==> src/rtl/count_step_monitor_pkg.sv <==
// count_mon_pkg
// Shared definitions for the up/down counter step monitor: FSM state
// encodings, step-class codes and default widths.
// No ports (package).
package count_mon_pkg;

    // Default widths of the monitored count and the two statistics counters.
    localparam int DEF_WIDTH  = 8;
    localparam int DEF_WRAP_W = 8;
    localparam int DEF_RUN_W  = 8;

    // FSM state encodings. Values 5..7 cannot be reached and decode as S_ERR.
    localparam logic [2:0] S_EMPTY = 3'd0;
    localparam logic [2:0] S_HOLD  = 3'd1;
    localparam logic [2:0] S_UP    = 3'd2;
    localparam logic [2:0] S_DOWN  = 3'd3;
    localparam logic [2:0] S_ERR   = 3'd4;

    // Classification of one sample-to-sample step.
    typedef enum logic [1:0] {
        STEP_HOLD = 2'd0,
        STEP_UP   = 2'd1,
        STEP_DOWN = 2'd2,
        STEP_BAD  = 2'd3
    } step_t;

endpackage

==> src/rtl/count_step_monitor_if.sv <==
// count_step_monitor_if
// Groups the sample stream and the monitor's result signals.
//   en, clear, q_in            : sample stream (driven by master)
//   dir_up, dir_down           : direction of the last classified step
//   wrap_pulse, wrap_count     : wrap event pulse and saturating total
//   run_len                    : length of the current same-direction run
//   step_err, state            : sticky illegal-step flag, FSM state
// master = sample source / observer, slave = the monitor.
interface count_step_monitor_if #(
    parameter int WIDTH  = 8,
    parameter int WRAP_W = 8,
    parameter int RUN_W  = 8
) ();
    logic              en;
    logic              clear;
    logic [WIDTH-1:0]  q_in;
    logic              dir_up;
    logic              dir_down;
    logic              wrap_pulse;
    logic [WRAP_W-1:0] wrap_count;
    logic [RUN_W-1:0]  run_len;
    logic              step_err;
    logic [2:0]        state;

    modport master (
        output en, clear, q_in,
        input  dir_up, dir_down, wrap_pulse, wrap_count, run_len, step_err, state
    );

    modport slave (
        input  en, clear, q_in,
        output dir_up, dir_down, wrap_pulse, wrap_count, run_len, step_err, state
    );
endinterface

==> src/rtl/count_step_monitor_step_classifier.sv <==
// step_classifier
// Purely combinational: classifies the step from prev to q_in as up (+1),
// down (-1), hold (0) or bad (anything else), modulo 2^WIDTH, and flags a
// wrap (max->0 on an up step, 0->max on a down step).
//   prev       : previously accepted sample
//   q_in       : current sample
//   step_class : STEP_UP / STEP_DOWN / STEP_HOLD / STEP_BAD
//   wrap       : the step crossed the max/0 boundary
module step_classifier
    import count_mon_pkg::*;
#(
    parameter int WIDTH = DEF_WIDTH
) (
    input  logic [WIDTH-1:0] prev,
    input  logic [WIDTH-1:0] q_in,
    output step_t            step_class,
    output logic             wrap
);
    logic [WIDTH-1:0] delta;

    // Modulo subtraction: a wrap is just another +1/-1 step.
    assign delta = q_in - prev;

    always_comb begin
        step_class = STEP_BAD;
        wrap       = 1'b0;
        if (delta == WIDTH'(1)) begin
            step_class = STEP_UP;
            wrap       = &prev;
        end else if (&delta) begin
            step_class = STEP_DOWN;
            wrap       = (prev == '0);
        end else if (delta == '0) begin
            step_class = STEP_HOLD;
        end
    end
endmodule

==> src/rtl/count_step_monitor.sv <==
// count_step_monitor
// Checks the output of an up/down counter sample by sample. Each enabled
// sample is classified against the previous one; the monitor tracks the
// direction, the length of the current same-direction run, the number of
// wraps, and latches a sticky error on any illegal step.
//   clk   : rising-edge clock
//   rst_n : synchronous active-low reset
//   bus   : count_step_monitor_if.slave (samples in, results out)
// All results are registered; they reflect the sample of the previous edge.
module count_step_monitor
    import count_mon_pkg::*;
#(
    parameter int WIDTH  = DEF_WIDTH,
    parameter int WRAP_W = DEF_WRAP_W,
    parameter int RUN_W  = DEF_RUN_W
) (
    input  logic                 clk,
    input  logic                 rst_n,
    count_step_monitor_if.slave  bus
);
    logic [2:0]        state_reg,      state_next;
    logic [WIDTH-1:0]  prev_reg,       prev_next;
    logic              dir_up_reg,     dir_up_next;
    logic              dir_down_reg,   dir_down_next;
    logic              wrap_pulse_reg, wrap_pulse_next;
    logic [WRAP_W-1:0] wrap_count_reg, wrap_count_next;
    logic [RUN_W-1:0]  run_len_reg,    run_len_next;
    logic              step_err_reg,   step_err_next;

    step_t step_class;
    logic  step_wrap;

    step_classifier #(.WIDTH(WIDTH)) u_classifier (
        .prev       (prev_reg),
        .q_in       (bus.q_in),
        .step_class (step_class),
        .wrap       (step_wrap)
    );

    // Saturating increments: counters stick at all-ones instead of rolling.
    logic [RUN_W-1:0]  run_len_inc;
    logic [WRAP_W-1:0] wrap_count_inc;
    assign run_len_inc    = (&run_len_reg)    ? run_len_reg    : run_len_reg + RUN_W'(1);
    assign wrap_count_inc = (&wrap_count_reg) ? wrap_count_reg : wrap_count_reg + WRAP_W'(1);

    always_comb begin
        state_next      = state_reg;
        prev_next       = prev_reg;
        dir_up_next     = dir_up_reg;
        dir_down_next   = dir_down_reg;
        wrap_pulse_next = 1'b0;          // pulse lasts only one cycle
        wrap_count_next = wrap_count_reg;
        run_len_next    = run_len_reg;
        step_err_next   = step_err_reg;

        if (bus.en) begin
            case (state_reg)
                S_EMPTY: begin
                    // First sample only primes the history.
                    prev_next     = bus.q_in;
                    state_next    = S_HOLD;
                    run_len_next  = '0;
                    dir_up_next   = 1'b0;
                    dir_down_next = 1'b0;
                end
                S_HOLD, S_UP, S_DOWN: begin
                    prev_next = bus.q_in;
                    case (step_class)
                        STEP_UP: begin
                            state_next    = S_UP;
                            dir_up_next   = 1'b1;
                            dir_down_next = 1'b0;
                            // The current state doubles as the previous direction.
                            run_len_next  = (state_reg == S_UP) ? run_len_inc : RUN_W'(1);
                            if (step_wrap) begin
                                wrap_pulse_next = 1'b1;
                                wrap_count_next = wrap_count_inc;
                            end
                        end
                        STEP_DOWN: begin
                            state_next    = S_DOWN;
                            dir_up_next   = 1'b0;
                            dir_down_next = 1'b1;
                            run_len_next  = (state_reg == S_DOWN) ? run_len_inc : RUN_W'(1);
                            if (step_wrap) begin
                                wrap_pulse_next = 1'b1;
                                wrap_count_next = wrap_count_inc;
                            end
                        end
                        STEP_HOLD: begin
                            state_next    = S_HOLD;
                            dir_up_next   = 1'b0;
                            dir_down_next = 1'b0;
                            run_len_next  = '0;
                        end
                        default: begin
                            // Illegal jump: freeze run_len and wrap_count.
                            state_next    = S_ERR;
                            step_err_next = 1'b1;
                            dir_up_next   = 1'b0;
                            dir_down_next = 1'b0;
                        end
                    endcase
                end
                default: begin
                    // S_ERR is absorbing; stray encodings collapse into it.
                    state_next = S_ERR;
                end
            endcase
        end
    end

    always_ff @(posedge clk) begin
        if (!rst_n || bus.clear) begin
            state_reg      <= S_EMPTY;
            prev_reg       <= '0;
            dir_up_reg     <= 1'b0;
            dir_down_reg   <= 1'b0;
            wrap_pulse_reg <= 1'b0;
            wrap_count_reg <= '0;
            run_len_reg    <= '0;
            step_err_reg   <= 1'b0;
        end else begin
            state_reg      <= state_next;
            prev_reg       <= prev_next;
            dir_up_reg     <= dir_up_next;
            dir_down_reg   <= dir_down_next;
            wrap_pulse_reg <= wrap_pulse_next;
            wrap_count_reg <= wrap_count_next;
            run_len_reg    <= run_len_next;
            step_err_reg   <= step_err_next;
        end
    end

    assign bus.state      = state_reg;
    assign bus.dir_up     = dir_up_reg;
    assign bus.dir_down   = dir_down_reg;
    assign bus.wrap_pulse = wrap_pulse_reg;
    assign bus.wrap_count = wrap_count_reg;
    assign bus.run_len    = run_len_reg;
    assign bus.step_err   = step_err_reg;
endmodule

==> src/flat_wrapper.sv <==
// flat-port wrapper written by rule: the top's interface ports become plain ports
module count_step_monitor_flat import count_mon_pkg::*;
#(
    parameter int WIDTH  = DEF_WIDTH,
    parameter int WRAP_W = DEF_WRAP_W,
    parameter int RUN_W  = DEF_RUN_W
)
  (clk, rst_n, bus_en, bus_clear, bus_q_in, bus_dir_up, bus_dir_down, bus_wrap_pulse, bus_wrap_count, bus_run_len, bus_step_err, bus_state);
  count_step_monitor_if #(.WIDTH(WIDTH), .WRAP_W(WRAP_W), .RUN_W(RUN_W)) bus_i ();
  input  logic clk;
  input  logic rst_n;
  input wire logic [$bits(bus_i.en)-1:0] bus_en;
  input wire logic [$bits(bus_i.clear)-1:0] bus_clear;
  input wire logic [$bits(bus_i.q_in)-1:0] bus_q_in;
  output wire logic [$bits(bus_i.dir_up)-1:0] bus_dir_up;
  output wire logic [$bits(bus_i.dir_down)-1:0] bus_dir_down;
  output wire logic [$bits(bus_i.wrap_pulse)-1:0] bus_wrap_pulse;
  output wire logic [$bits(bus_i.wrap_count)-1:0] bus_wrap_count;
  output wire logic [$bits(bus_i.run_len)-1:0] bus_run_len;
  output wire logic [$bits(bus_i.step_err)-1:0] bus_step_err;
  output wire logic [$bits(bus_i.state)-1:0] bus_state;
  assign bus_i.en = bus_en;
  assign bus_i.clear = bus_clear;
  assign bus_i.q_in = bus_q_in;
  assign bus_dir_up = bus_i.dir_up;
  assign bus_dir_down = bus_i.dir_down;
  assign bus_wrap_pulse = bus_i.wrap_pulse;
  assign bus_wrap_count = bus_i.wrap_count;
  assign bus_run_len = bus_i.run_len;
  assign bus_step_err = bus_i.step_err;
  assign bus_state = bus_i.state;
  count_step_monitor #(.WIDTH(WIDTH), .WRAP_W(WRAP_W), .RUN_W(RUN_W)) u_core (.clk(clk), .rst_n(rst_n), .bus(bus_i));
endmodule
==> config.mk <==
export PLATFORM = sky130hd
export DESIGN_NAME = count_step_monitor_flat
export DESIGN_NICKNAME = d
export VERILOG_FILES = /design/src/rtl/count_step_monitor_pkg.sv /design/src/rtl/count_step_monitor_if.sv /design/src/rtl/count_step_monitor_step_classifier.sv /design/src/rtl/count_step_monitor.sv /design/src/flat_wrapper.sv
export SDC_FILE = /design/constraint.sdc
export NUM_CORES = 1
export LEC_CHECK = 0
export CAP_MARGIN = 15
export CORE_MARGIN = 3
export CORE_UTILIZATION = 57
export CTS_CLUSTER_SIZE = 20
export DETAILED_ROUTE_END_ITERATION = 12
export PLACE_DENSITY = 0.85
export REMOVE_ABC_BUFFERS = 1
export SLEW_MARGIN = 10
export SYNTH_ARGS = -nofsm -noshare
export SYNTH_HDL_FRONTEND = slang
export SYNTH_SLANG_ARGS = --single-unit
==> constraint.sdc <==
create_clock -name clk -period 6.9 [get_ports clk]
set_input_delay 1.035 -clock clk [delete_from_list [all_inputs] [get_ports clk]]
set_output_delay 1.035 -clock clk [all_outputs]
set_load 0.02 [all_outputs]
==> results.py <==
metrics = {
    "outcome": {
        "status": "finished, final reports clean",
    },
    "final_layout": {
        "drive_above_1_share_pct": 8.93,
        "nFillCells": 274,
        "syn_to_final_growth_pct": 21.0,
        "nets": 314,
        "final_cell_count_no_fill": 335,
        "antenna-diode-count": 0,
    },
    "worst_setup_path": {
        "worstPathArrival_ns": 4.33,
        "critPathKind": "primary input to flop",
        "worstPathRequired_ns": 7.15,
        "start_kind": "primary input",
        "crit_fanout": 10,
        "cp-end-kind": "flop",
    },
    "power_and_ir_drop": {
        "power_frac_comb_pct": 17.5,
        "power_density_nw_per_um2": 161,
        "power.internal_uw": 283,
        "p_leak_uw": 0.000833,
        "switchingPower_uw": 109,
        "p_total_uw": 392,
        "seqPwrFrac_pct": 46.7,
        "clock_power_share_pct": 35.8,
        "swShare_pct": 27.9,
        "ir_worst_vdd_mv": 0.108,
    },
    "clock_tree": {
        "clk-insertion-delay-late_ns": 0.33,
        "cts_sinks": 31,
        "numCtsBuffers": 5,
        "cts_resized": 0,
        "cts_tree": "built",
        "h-tree-depth": 2,
        "clk_path_buf_depth": 2,
        "clkTransAtPathRegs_ns": 0.09,
        "cts_setup_buffers": 0,
        "cts_root_buf": "clkbuf_4",
        "holdBufCountCts": 0,
    },
    "sta": {
        "worst_pin_slew_ns": 0.833,
        "setup_viol": 0,
        "hold_viol": 0,
        "period_needed_ns": 4.08,
        "final.setup.tns_ns": 0,
        "fin_crit_sh_pct": 59.1,
        "max_slew_margin_pct": 44.4,
        "hold_slack_ns": 0.493,
        "rsz0062_at_grt": "no",
        "slew_violations": 0,
        "worst_slack_ns": 2.82,
        "fin_skew_ns": 0.0123,
        "fmax_ghz": 0.245,
    },
    "global_routing": {
        "antenna_found_initial": 0,
        "grt_max_degree": 32,
        "overflow": 0,
        "grt_pass1_wl_um": 8140,
        "grt_pass1_vias": 1835,
        "gr-usage-all-layers_pct": 23.8,
    },
    "run": {
        "maxCapViolCount": 0,
    },
    "logic_synthesis": {
        "synth-xor-area-share_pct": 3.85,
        "synthArstFlopShare_pct": 0,
        "ys_warn_count": 0,
        "seq_area_frac_synth_pct": 30.8,
        "synth-simple-area-share_pct": 29.9,
        "synth_compound_gate_area_share_pct": 21.4,
        "ys_seq_elements": 31,
        "synthMuxAreaShare_pct": 1.99,
        "yosysUniqueCellTypes": 52,
        "synth_area_per_cell_um2": 7.84,
        "syn_inst": 257,
        "ys.flop_type": "dfxtp_1",
        "synth_edf_count": 0,
        "synth_top_family_by_area": "simple AND/OR/NAND/NOR gates",
        "synth_fa_ha_area_share_pct": 7.20,
        "synth_area_um2": 2020,
    },
    "place": {
        "io_buffer_count": 34,
        "dp_cells": 327,
        "pre_cts_ws_ns": 2.51,
        "place_congestion": 0.905,
        "dp_hpwl_um": 3470,
    },
    "drt": {
        "drt-vias-per-instance": 5.90,
        "drtPass1Iterations": 4,
        "vias": 1977,
        "drc": 0,
        "postRouteAntennaNets": 0,
        "wl_um": 4780,
        "dr.first_iter.drc_count": 178,
        "wl_per_cell_um": 14.3,
    },
    "min_path": {
        "hold_path_class": "flop to flop",
    },
    "floorplan": {
        "core_area_um2": 3200,
        "ios": 35,
        "start_util_pct": 62.9,
        "dieArea_um2": 4290,
        "chipHeight_um": 65.5,
        "die_w_um": 65.5,
        "num_rows": 20,
    },
}
==> cells in the mapped netlist, drive strengths merged (4+ instances only) <==
master	count	area (um2)
nand3	16	90.1
nor3	7	35.0
a21oi	30	165
nor2	29	114
ha	10	125
a31oi	4	25.0
nand2	30	113
xor2	4	42.6
nand2b	9	56.3
mux2i	4	40.0
xnor2	4	35.0
o21ai	17	85.1
inv	11	41.3
or3	5	31.3
nor4	5	46.3
and3	5	35.0
dfxtp	31	621
==> stage by stage <==
stage | util (%) | area (um2)
2_1_floorplan | - | 1960
3_3_place_gp | 73.5 | 2350
3_5_place_dp | 73.5 | 2350
4_1_cts | 75.7 | 2420
5_1_grt | 76.2 | 2440
6_report | 76.2 | 2440
==> final cells by class <==
| class | instances | area [um2] | share of cell area [%] |
|---|---|---|---|
| multi-input cells | 207 | 1300 | 53.1 |
| clock inverters | 1 | 30.0 | 1.23 |
| flip-flops and latches | 31 | 621 | 25.4 |
| well taps | 44 | 55.1 | 2.26 |
| clock buffers | 6 | 41.3 | 1.69 |
| inverters | 11 | 41.3 | 1.69 |
| repair buffers | 35 | 355 | 14.6 |
==> cell usage in the layout (no fill, tap or decap), types with 7 or more instances in the layout <==
| cell | instances |
|---|---|
| clkdlybuf4s50_1 | 34 |
| dfxtp_1 | 31 |
| nand2_1 | 30 |
| a21oi_1 | 28 |
| nor2_1 | 27 |
| o21ai_0 | 14 |
| nand3_1 | 14 |
| inv_1 | 11 |
| ha_1 | 10 |
| nand2b_1 | 9 |
| nor3_1 | 7 |
==> worst max-delay path, stage by stage <==
cell and delay (ns):
clkdlybuf4s50_1 0.49, inv_1 0.07, ha_1 0.21, fa_1 0.40, nand2b_1 0.23, a21oi_4 0.16, mux2i_1 0.12, nor4_4 0.34
nand3_2 0.17, o32ai_2 0.32, nand3_2 0.20, or3_1 0.40, a21oi_1 0.17
==> layer usage <==
metal / global-route usage (%) / wire (um)
met4: 5.18 / 31
met2: 37.3 / 2170
met5: 0 / 0
met3: 6.15 / 242
met1: 32.9 / 2340
==> path summary, 6_finish.rpt <==
kind	from	endpoint	slack, ns	depth (start not counted)
max	bus_q_in[0]	u_core.bus.wrap_count[5]$_SDFFE_PP0P_	2.82	13
min	u_core.prev_reg[3]$_SDFFE_PP0P_	u_core.prev_reg[3]$_SDFFE_PP0P_	0.49	2
max reg2reg	u_core.prev_reg[0]$_SDFFE_PP0P_	u_core.bus.wrap_count[5]$_SDFFE_PP0P_	3.72	11
min reg2reg	u_core.prev_reg[3]$_SDFFE_PP0P_	u_core.prev_reg[3]$_SDFFE_PP0P_	0.49	2
==> power groups by stage <==
stage                     Sequential [uW]  Clock, uW  Combinational (uW)
after floorplan                       187          0                47.0
after global placement                187          0                65.4
after detailed placement              187          0                66.0
after CTS                             183        139                66.5
after global routing                  184        148                76.2
final                                 183        140                68.6
==> cells by family (layout without fill, tap and decap cells) <==
kind of cell | after synthesis | after routing
XOR/XNOR | 8 | 8
multiplexers | 4 | 4
adder cells (fa/ha/maj) | 11 | 11
AND/OR/NAND/NOR | 117 | 117
flip-flops | 31 | 31
buffers and inverters | 19 | 53
AO/OA/AOI/OAI | 67 | 67
Note: power is estimated with default switching activity, not from simulation.
